<file path="config.mk">
export PLATFORM = sky130hd
export DESIGN_NAME = std_skid_buf_flat
export DESIGN_NICKNAME = d
export VERILOG_FILES = /design/src/rtl/std_skid_buf_if.sv /design/src/rtl/std_skid_buf.sv /design/src/flat_wrapper.sv
export SDC_FILE = /design/constraint.sdc
export NUM_CORES = 1
export LEC_CHECK = 0
export BUFFER_PORTS_ARGS = -buffer_cell sky130_fd_sc_hd__buf_4
export CORE_ASPECT_RATIO = 1.25
export CORE_MARGIN = 3
export CORE_UTILIZATION = 40
export CTS_CLUSTER_DIAMETER = 80
export DETAILED_ROUTE_END_ITERATION = 16
export PLACE_DENSITY = 0.69
export SYNTH_ARGS = -nofsm -noshare
export SYNTH_HDL_FRONTEND = slang
export SYNTH_SLANG_ARGS = --single-unit
</file>
<file path="constraint.sdc">
create_clock -name clk -period 1.5 [get_ports clk]
set_clock_uncertainty 0.05 [all_clocks]
set_input_delay 0.075 -clock clk [delete_from_list [all_inputs] [get_ports clk]]
set_output_delay 0.075 -clock clk [all_outputs]
set_load 0.1 [all_outputs]
</file>
<file path="src/rtl/std_skid_buf_if.sv">
// Handshake bundle for std_skid_buf: upstream valid/ready/data,
// downstream valid/ready/data and the occupancy readout.
// master = the side that drives the buffer (source and sink together),
// slave  = the buffer itself.
interface std_skid_buf_if #(
    parameter int WIDTH = 8
);
    logic             in_valid;
    logic             in_ready;
    logic [WIDTH-1:0] in_data;
    logic             out_valid;
    logic             out_ready;
    logic [WIDTH-1:0] out_data;
    logic [1:0]       count;

    modport master (
        output in_valid, in_data, out_ready,
        input  in_ready, out_valid, out_data, count
    );

    modport slave (
        input  in_valid, in_data, out_ready,
        output in_ready, out_valid, out_data, count
    );
endinterface

</file>
<file path="src/rtl/std_skid_buf.sv">
// std_skid_buf: 2-entry valid/ready skid buffer with a main and a skid
// register. in_ready depends only on registered state (plus rst/flush),
// so the ready path between neighbouring stages is cut; beats appear on
// the output one cycle after acceptance, at full throughput.
// Optional feature: define STD_SKID_BUF_FLUSH_EN to get a flush port that
// empties the buffer without touching the data registers.
module std_skid_buf #(
    parameter int WIDTH = 8
) (
    input  logic clk,
    input  logic rst,
`ifdef STD_SKID_BUF_FLUSH_EN
    input  logic flush,
`endif
    std_skid_buf_if.slave bus
);

    typedef enum logic [1:0] {
        EMPTY = 2'd0,
        ONE   = 2'd1,
        FULL  = 2'd2
    } state_t;

    state_t           state;
    state_t           state_next;
    logic [WIDTH-1:0] main_q;
    logic [WIDTH-1:0] main_next;
    logic [WIDTH-1:0] skid_q;
    logic [WIDTH-1:0] skid_next;
    logic             flush_now;
    logic             in_fire;
    logic             out_fire;

`ifdef STD_SKID_BUF_FLUSH_EN
    assign flush_now = flush;
`else
    assign flush_now = 1'b0;
`endif

    // Output decode: everything here is a function of registered state, rst and flush.
    always_comb begin
        bus.in_ready  = (state != FULL) && !rst && !flush_now;
        bus.out_valid = (state != EMPTY) && !rst && !flush_now;
        bus.out_data  = main_q;
        bus.count     = rst ? 2'd0 : state;
    end

    assign in_fire  = bus.in_valid & bus.in_ready;
    assign out_fire = bus.out_valid & bus.out_ready;

    // Next-state and data-register steering; hold is the default.
    always_comb begin
        state_next = state;
        main_next  = main_q;
        skid_next  = skid_q;
        if (flush_now) begin
            state_next = EMPTY;
        end else begin
            unique case (state)
                EMPTY: begin
                    if (in_fire) begin
                        state_next = ONE;
                        main_next  = bus.in_data;
                    end
                end
                ONE: begin
                    if (in_fire && out_fire) begin
                        main_next = bus.in_data;
                    end else if (in_fire) begin
                        state_next = FULL;
                        skid_next  = bus.in_data;
                    end else if (out_fire) begin
                        state_next = EMPTY;
                    end
                end
                FULL: begin
                    if (out_fire) begin
                        state_next = ONE;
                        main_next  = skid_q;
                    end
                end
                default: begin
                    state_next = EMPTY;
                end
            endcase
        end
    end

    // State and data registers with synchronous reset clearing everything.
    always_ff @(posedge clk) begin
        if (rst) begin
            state  <= EMPTY;
            main_q <= '0;
            skid_q <= '0;
        end else begin
            state  <= state_next;
            main_q <= main_next;
            skid_q <= skid_next;
        end
    end

endmodule

</file>
<file path="src/flat_wrapper.sv">
// flat-port wrapper written by rule: the top's interface ports become plain ports
module std_skid_buf_flat 
#(
    parameter int WIDTH = 8
)
  (clk, rst, bus_in_valid, bus_in_data, bus_out_ready, bus_in_ready, bus_out_valid, bus_out_data, bus_count);
  std_skid_buf_if #(.WIDTH(WIDTH)) bus_i ();
  input  logic clk;
  input  logic rst;
  input wire logic [$bits(bus_i.in_valid)-1:0] bus_in_valid;
  input wire logic [$bits(bus_i.in_data)-1:0] bus_in_data;
  input wire logic [$bits(bus_i.out_ready)-1:0] bus_out_ready;
  output wire logic [$bits(bus_i.in_ready)-1:0] bus_in_ready;
  output wire logic [$bits(bus_i.out_valid)-1:0] bus_out_valid;
  output wire logic [$bits(bus_i.out_data)-1:0] bus_out_data;
  output wire logic [$bits(bus_i.count)-1:0] bus_count;
  assign bus_i.in_valid = bus_in_valid;
  assign bus_i.in_data = bus_in_data;
  assign bus_i.out_ready = bus_out_ready;
  assign bus_in_ready = bus_i.in_ready;
  assign bus_out_valid = bus_i.out_valid;
  assign bus_out_data = bus_i.out_data;
  assign bus_count = bus_i.count;
  std_skid_buf #(.WIDTH(WIDTH)) u_core (.clk(clk), .rst(rst), .bus(bus_i));
endmodule
</file>
======== After elaboration in Yosys (flattened, before gate mapping) ========
Cells that the tools add are included.
word-level totals
  register bits ........................... 18
  output and inout port bits .............. 12
  word-level logic and storage cells ...... 35
cells by class
  equal/unequal tests ..................... 8
  multiplexer cells ....................... 11
  bitwise operators ....................... 3
  reduce and logical (&&, ||, !) cells .... 10
operators by type and width
  kind                                                  number
  2-to-1 mux 8 bit                                      3
  case mux 8 bit (3 select lines)                       1
  2-to-1 mux 2 bit                                      6
  AND reduction 4 bit                                   2
  != test 2 x 1 -> 1 bit (second input constant)        3
  case mux 2 bit (3 select lines)                       1
  != test 2 bit (second input constant)                 2
  logical AND 1 bit                                     3
  != test 3 x 1 -> 1 bit (second input constant)        1
  AND reduction 3 bit                                   1
  nonzero test 3 bit                                    1
  AND 1 bit                                             2
  equality test 2 x 1 -> 1 bit (second input constant)  1
  equality test 2 bit (second input constant)           1
  logical NOT 2 bit                                     1
  nonzero test 2 bit                                    1
  logical NOT 1 bit                                     1
  NOT 1 bit                                             1

======== Longest topological paths before layout ========
  depth after elaboration ................. 7
  depth in mapped cells ................... 4
  depth with buffers taken out ............ 3

======== Least setup slack after synthesis ========
Ideal clock, no wire load.
  kind .................................... reg2out
  from .................................... register u_core.state[1]
  to ...................................... output port bus_out_valid
  data arrival time ....................... 2455 ps
  data required time ...................... 1375 ps
  slack ................................... -1080 ps
  stages on the path, launching flop included .. 3
  buffers on the path ..................... 0
  cell sequence ........................... dfxtp_1 nor2b_1 or2_2
between the ends
  cells in the longest elaborated chain, start to end .. 2
RTL lines
  what                    RTL line            text
  start, declared         std_skid_buf.sv:24  state_t state;
  start signal, assigned  std_skid_buf.sv:96  state <= state_next;
  nonzero test 2 bit      std_skid_buf.sv:43  bus.out_valid = (state != EMPTY) && !rst && !flush_now;
  logical AND 1 bit       std_skid_buf.sv:43
  end, declared           flat_wrapper.sv:14  output wire logic [$bits(bus_i.out_valid)-1:0] bus_out_valid;
Every way passes these cells.

======== Final worst setup path ========
  from .................................... register u_core.state[0]
  to ...................................... output port bus_in_ready
between the ends
  cells in the longest elaborated chain, start to end .. 2
RTL lines
  what               RTL line            text
  != test 2 bit      std_skid_buf.sv:42  bus.in_ready = (state != FULL) && !rst && !flush_now;
  logical AND 1 bit  std_skid_buf.sv:42
  end, declared      flat_wrapper.sv:13  output wire logic [$bits(bus_i.in_ready)-1:0] bus_in_ready;
Every way passes these cells.

==> out/metrics.yaml <==
fillers: 185
yosysSeqAreaShare_pct: 39.7
finalCriticalPeriod_ns: 1.45
whs_path_depth: 3
drive_above_1_share_pct: 42.2
rows: 18
viasPerCell: 5.29
cts_root_buffer: "clkbuf_4"
crit_arrival_ns: 1.33
ant_nets: 0
p_int_w: 0.000731
setup_viol: 0
cts_tree: "built"
hp-class: "in2reg"
die_w_um: 48.6
cts_buffers: 3
ys_ff_latch: 18
synthSimpleGateAreaFrac_pct: 14.7
die-area_um2: 2880
cts_sinks: 18
setup_ws_ns: 0.0488
synth_xor_area_share_pct: 0
slowest_stage: "dfxtp_4"
overflow: 0
nNetsFinal: 142
end_kind: "output port"
hpwlAfterDp_um: 1540
clkPwrFrac_pct: 20.0
grt_first_pass_wirelength_um: 3620
io_pins: 24
synth_compound_area_share_pct: 30.3
dpl_cell_area_um2: 1120
routedWlPerCell_um: 14.2
leakage_nw: 0.536
synth.avg_cell_area_um2: 9.66
drc: 0
powerDensity_nw_per_um2: 927
port_buffers: 23
grt_use_total_pct: 16.0
finalCritPeriodShare_pct: 96.7
comb_power_share_pct: 35.7
htreeDepth: 1
synth_warnings: 0
reg2reg_depth: 4
core_area_um2: 2070
worstPathMaxFanout: 8
clockBufferDepth: 2
post_synth_num_cell_types: 24
insertion_delay_ns: 0.29
p_switching_w: 0.000445
synthMuxAreaShare_pct: 9.92
drv_slew: 0
vdd_ir_drop_max_uv: 619
clkSlewWorstSetupHoldPaths_ns: 0.10
grt_pass1_vias: 746
final_area_um2: 1270
worst_slew_pin_slew_ns: 0.360
area_delta_synth_final_pct: 39.7
synthesis.nets: 106
dp_worst_setup_slack_ns: 0.130
place_congestion: 0.752
maxCapViolCount: 0
worstSetupStartpointType: "register"
switching_share_pct: 37.9
critPathKind: "reg2out"
max_stage_delay_ns: 0.37
cp_cell_sequence: "nand2b_1 > buf_6 > and2_2 > buf_12"
num_vias: 836
seqPwrFrac_pct: 44.4
synth-adder-area-share_pct: 0
synth_top_family_by_area: "compound AO/OA/AOI/OAI gates"
hold_violations: 0
status: "completed"
synth_area_um2: 908
dr.pass1.iters: 4
crit_required_ns: 1.37
antenna_found_initial: 0
drt_iter0_markers: 16
max_freq_mhz: 689
diodes: 0
max_slew_margin_pct: 76.0
grt_max_degree: 29
dieHeight_um: 59.3
finalSetupTns_ns: 0
wirelength_um: 2250
netlist_instances: 94
start_util_pct: 43.8
==> flip-flops by register name (all words and copies together), names as in the netlist <==
register and cells:
u_core.bus.out_data 8, u_core.skid_q 8, u_core.state 2
==> synthesized netlist by cell type <==
cell | instances | area, um^2
or2_2 | 1 | 6.26
mux2i_1 | 9 | 90.1
nand2b_1 | 2 | 12.5
clkinv_1 | 1 | 3.75
and3b_1 | 1 | 8.76
o21a_1 | 1 | 7.51
nand4bb_1 | 1 | 11.3
a211oi_2 | 8 | 100
nand2_1 | 2 | 7.51
nor2_1 | 1 | 3.75
a21oi_1 | 9 | 45.0
o21ai_0 | 8 | 40.0
a21o_4 | 1 | 15.0
buf_2 | 3 | 15.0
buf_6 | 1 | 11.3
buf_4 | 1 | 7.51
nor4bb_1 | 1 | 10.0
a211oi_1 | 9 | 67.6
nand3_1 | 8 | 40.0
nor2b_1 | 3 | 18.8
or3b_1 | 1 | 8.76
and2_1 | 1 | 6.26
clkbuf_1 | 3 | 11.3
dfxtp_1 | 18 | 360
==> power by group through the flow <==
| stage | logic (W) | clock network, W | registers [W] |
|---|---|---|---|
| floorplan | 0.000160 | 0 | 0.000673 |
| global placement | 0.000389 | 0 | 0.000533 |
| detailed placement | 0.000392 | 0 | 0.000534 |
| CTS | 0.000407 | 0.000240 | 0.000523 |
| global route | 0.000440 | 0.000253 | 0.000526 |
| finish | 0.000420 | 0.000235 | 0.000522 |
==> per-stage QoR <==
stage | instances | hold WS, ns | util, % | total power (W)
6_report | 158 | 0.00481 | 61.2 | 0.00118
3_5_place_dp | 143 | 0.246 | 54.2 | 0.000926
2_1_floorplan | 94 | 0.0978 | - | 0.000832
5_1_grt | 158 | 0.0142 | 61.2 | 0.00122
3_3_place_gp | 143 | 0.243 | 54.2 | 0.000922
4_1_cts | 150 | 0.000686 | 58.2 | 0.00117
==> final timing paths <==
check | start | endpoint | slack [ns]
worst max register to register | u_core.state[0] | u_core.bus.out_data[2] | 0.10
worst min-delay path | bus_in_data[6] | u_core.skid_q[6] | 0.005
worst max-delay path | u_core.state[0] | bus_in_ready | 0.05
worst min register to register | u_core.skid_q[4] | u_core.skid_q[4] | 0.44
==> per-layer routing <==
layer | routed length [um] | vias to the layer above | global-route usage (%)
li1 | - | 420 | -
met1 | 999 | 387 | 20.9
met2 | 1140 | 25 | 26.4
met3 | 87 | 4 | 2.02
met4 | 24 | 0 | 7.32
met5 | 0 | - | 0
==> layout by cell type (no fill, tap or decap), types with 3 or more instances in the layout <==
cell type	n
nand3_1	8
a21oi_1	9
dlygate4sd3_1	4
clkbuf_4	3
o21ai_0	7
a211oi_2	8
buf_4	33
mux2i_1	9
dfxtp_1	16
a211oi_1	9
==> worst max-delay path, delay by kind of cell, from the launching register on <==
family | cells | cell delay (ns)
DFF | 1 | 0.37
and+or+nand+nor | 2 | 0.36
buffers and inverters | 2 | 0.30
==> layout make-up <==
cell class,count,area [um^2],area share (%)
sequential,18,365,28.8
inverter,1,3.75,0.296
tap,30,37.5,2.96
timing repair buffer,39,319,25.1
clock buffer,3,22.5,1.78
multi-input combinational,67,520,41.0
==> kinds of logic (layout without fill, tap and decap cells) <==
kind of cell / after synthesis / count (layout)
buf+inv: 9 / 43
flops: 18 / 18
mux: 9 / 9
simple gates: 22 / 22
compound gates: 36 / 36
==> timing repair <==
action	in CTS	in global routing
resized for setup	7	2
endpoints found under the setup margin	1	4
hold endpoints to repair	4	0
hold buffers	4	0
buffers inserted	0	8
Power figures use the tool's default switching activity.
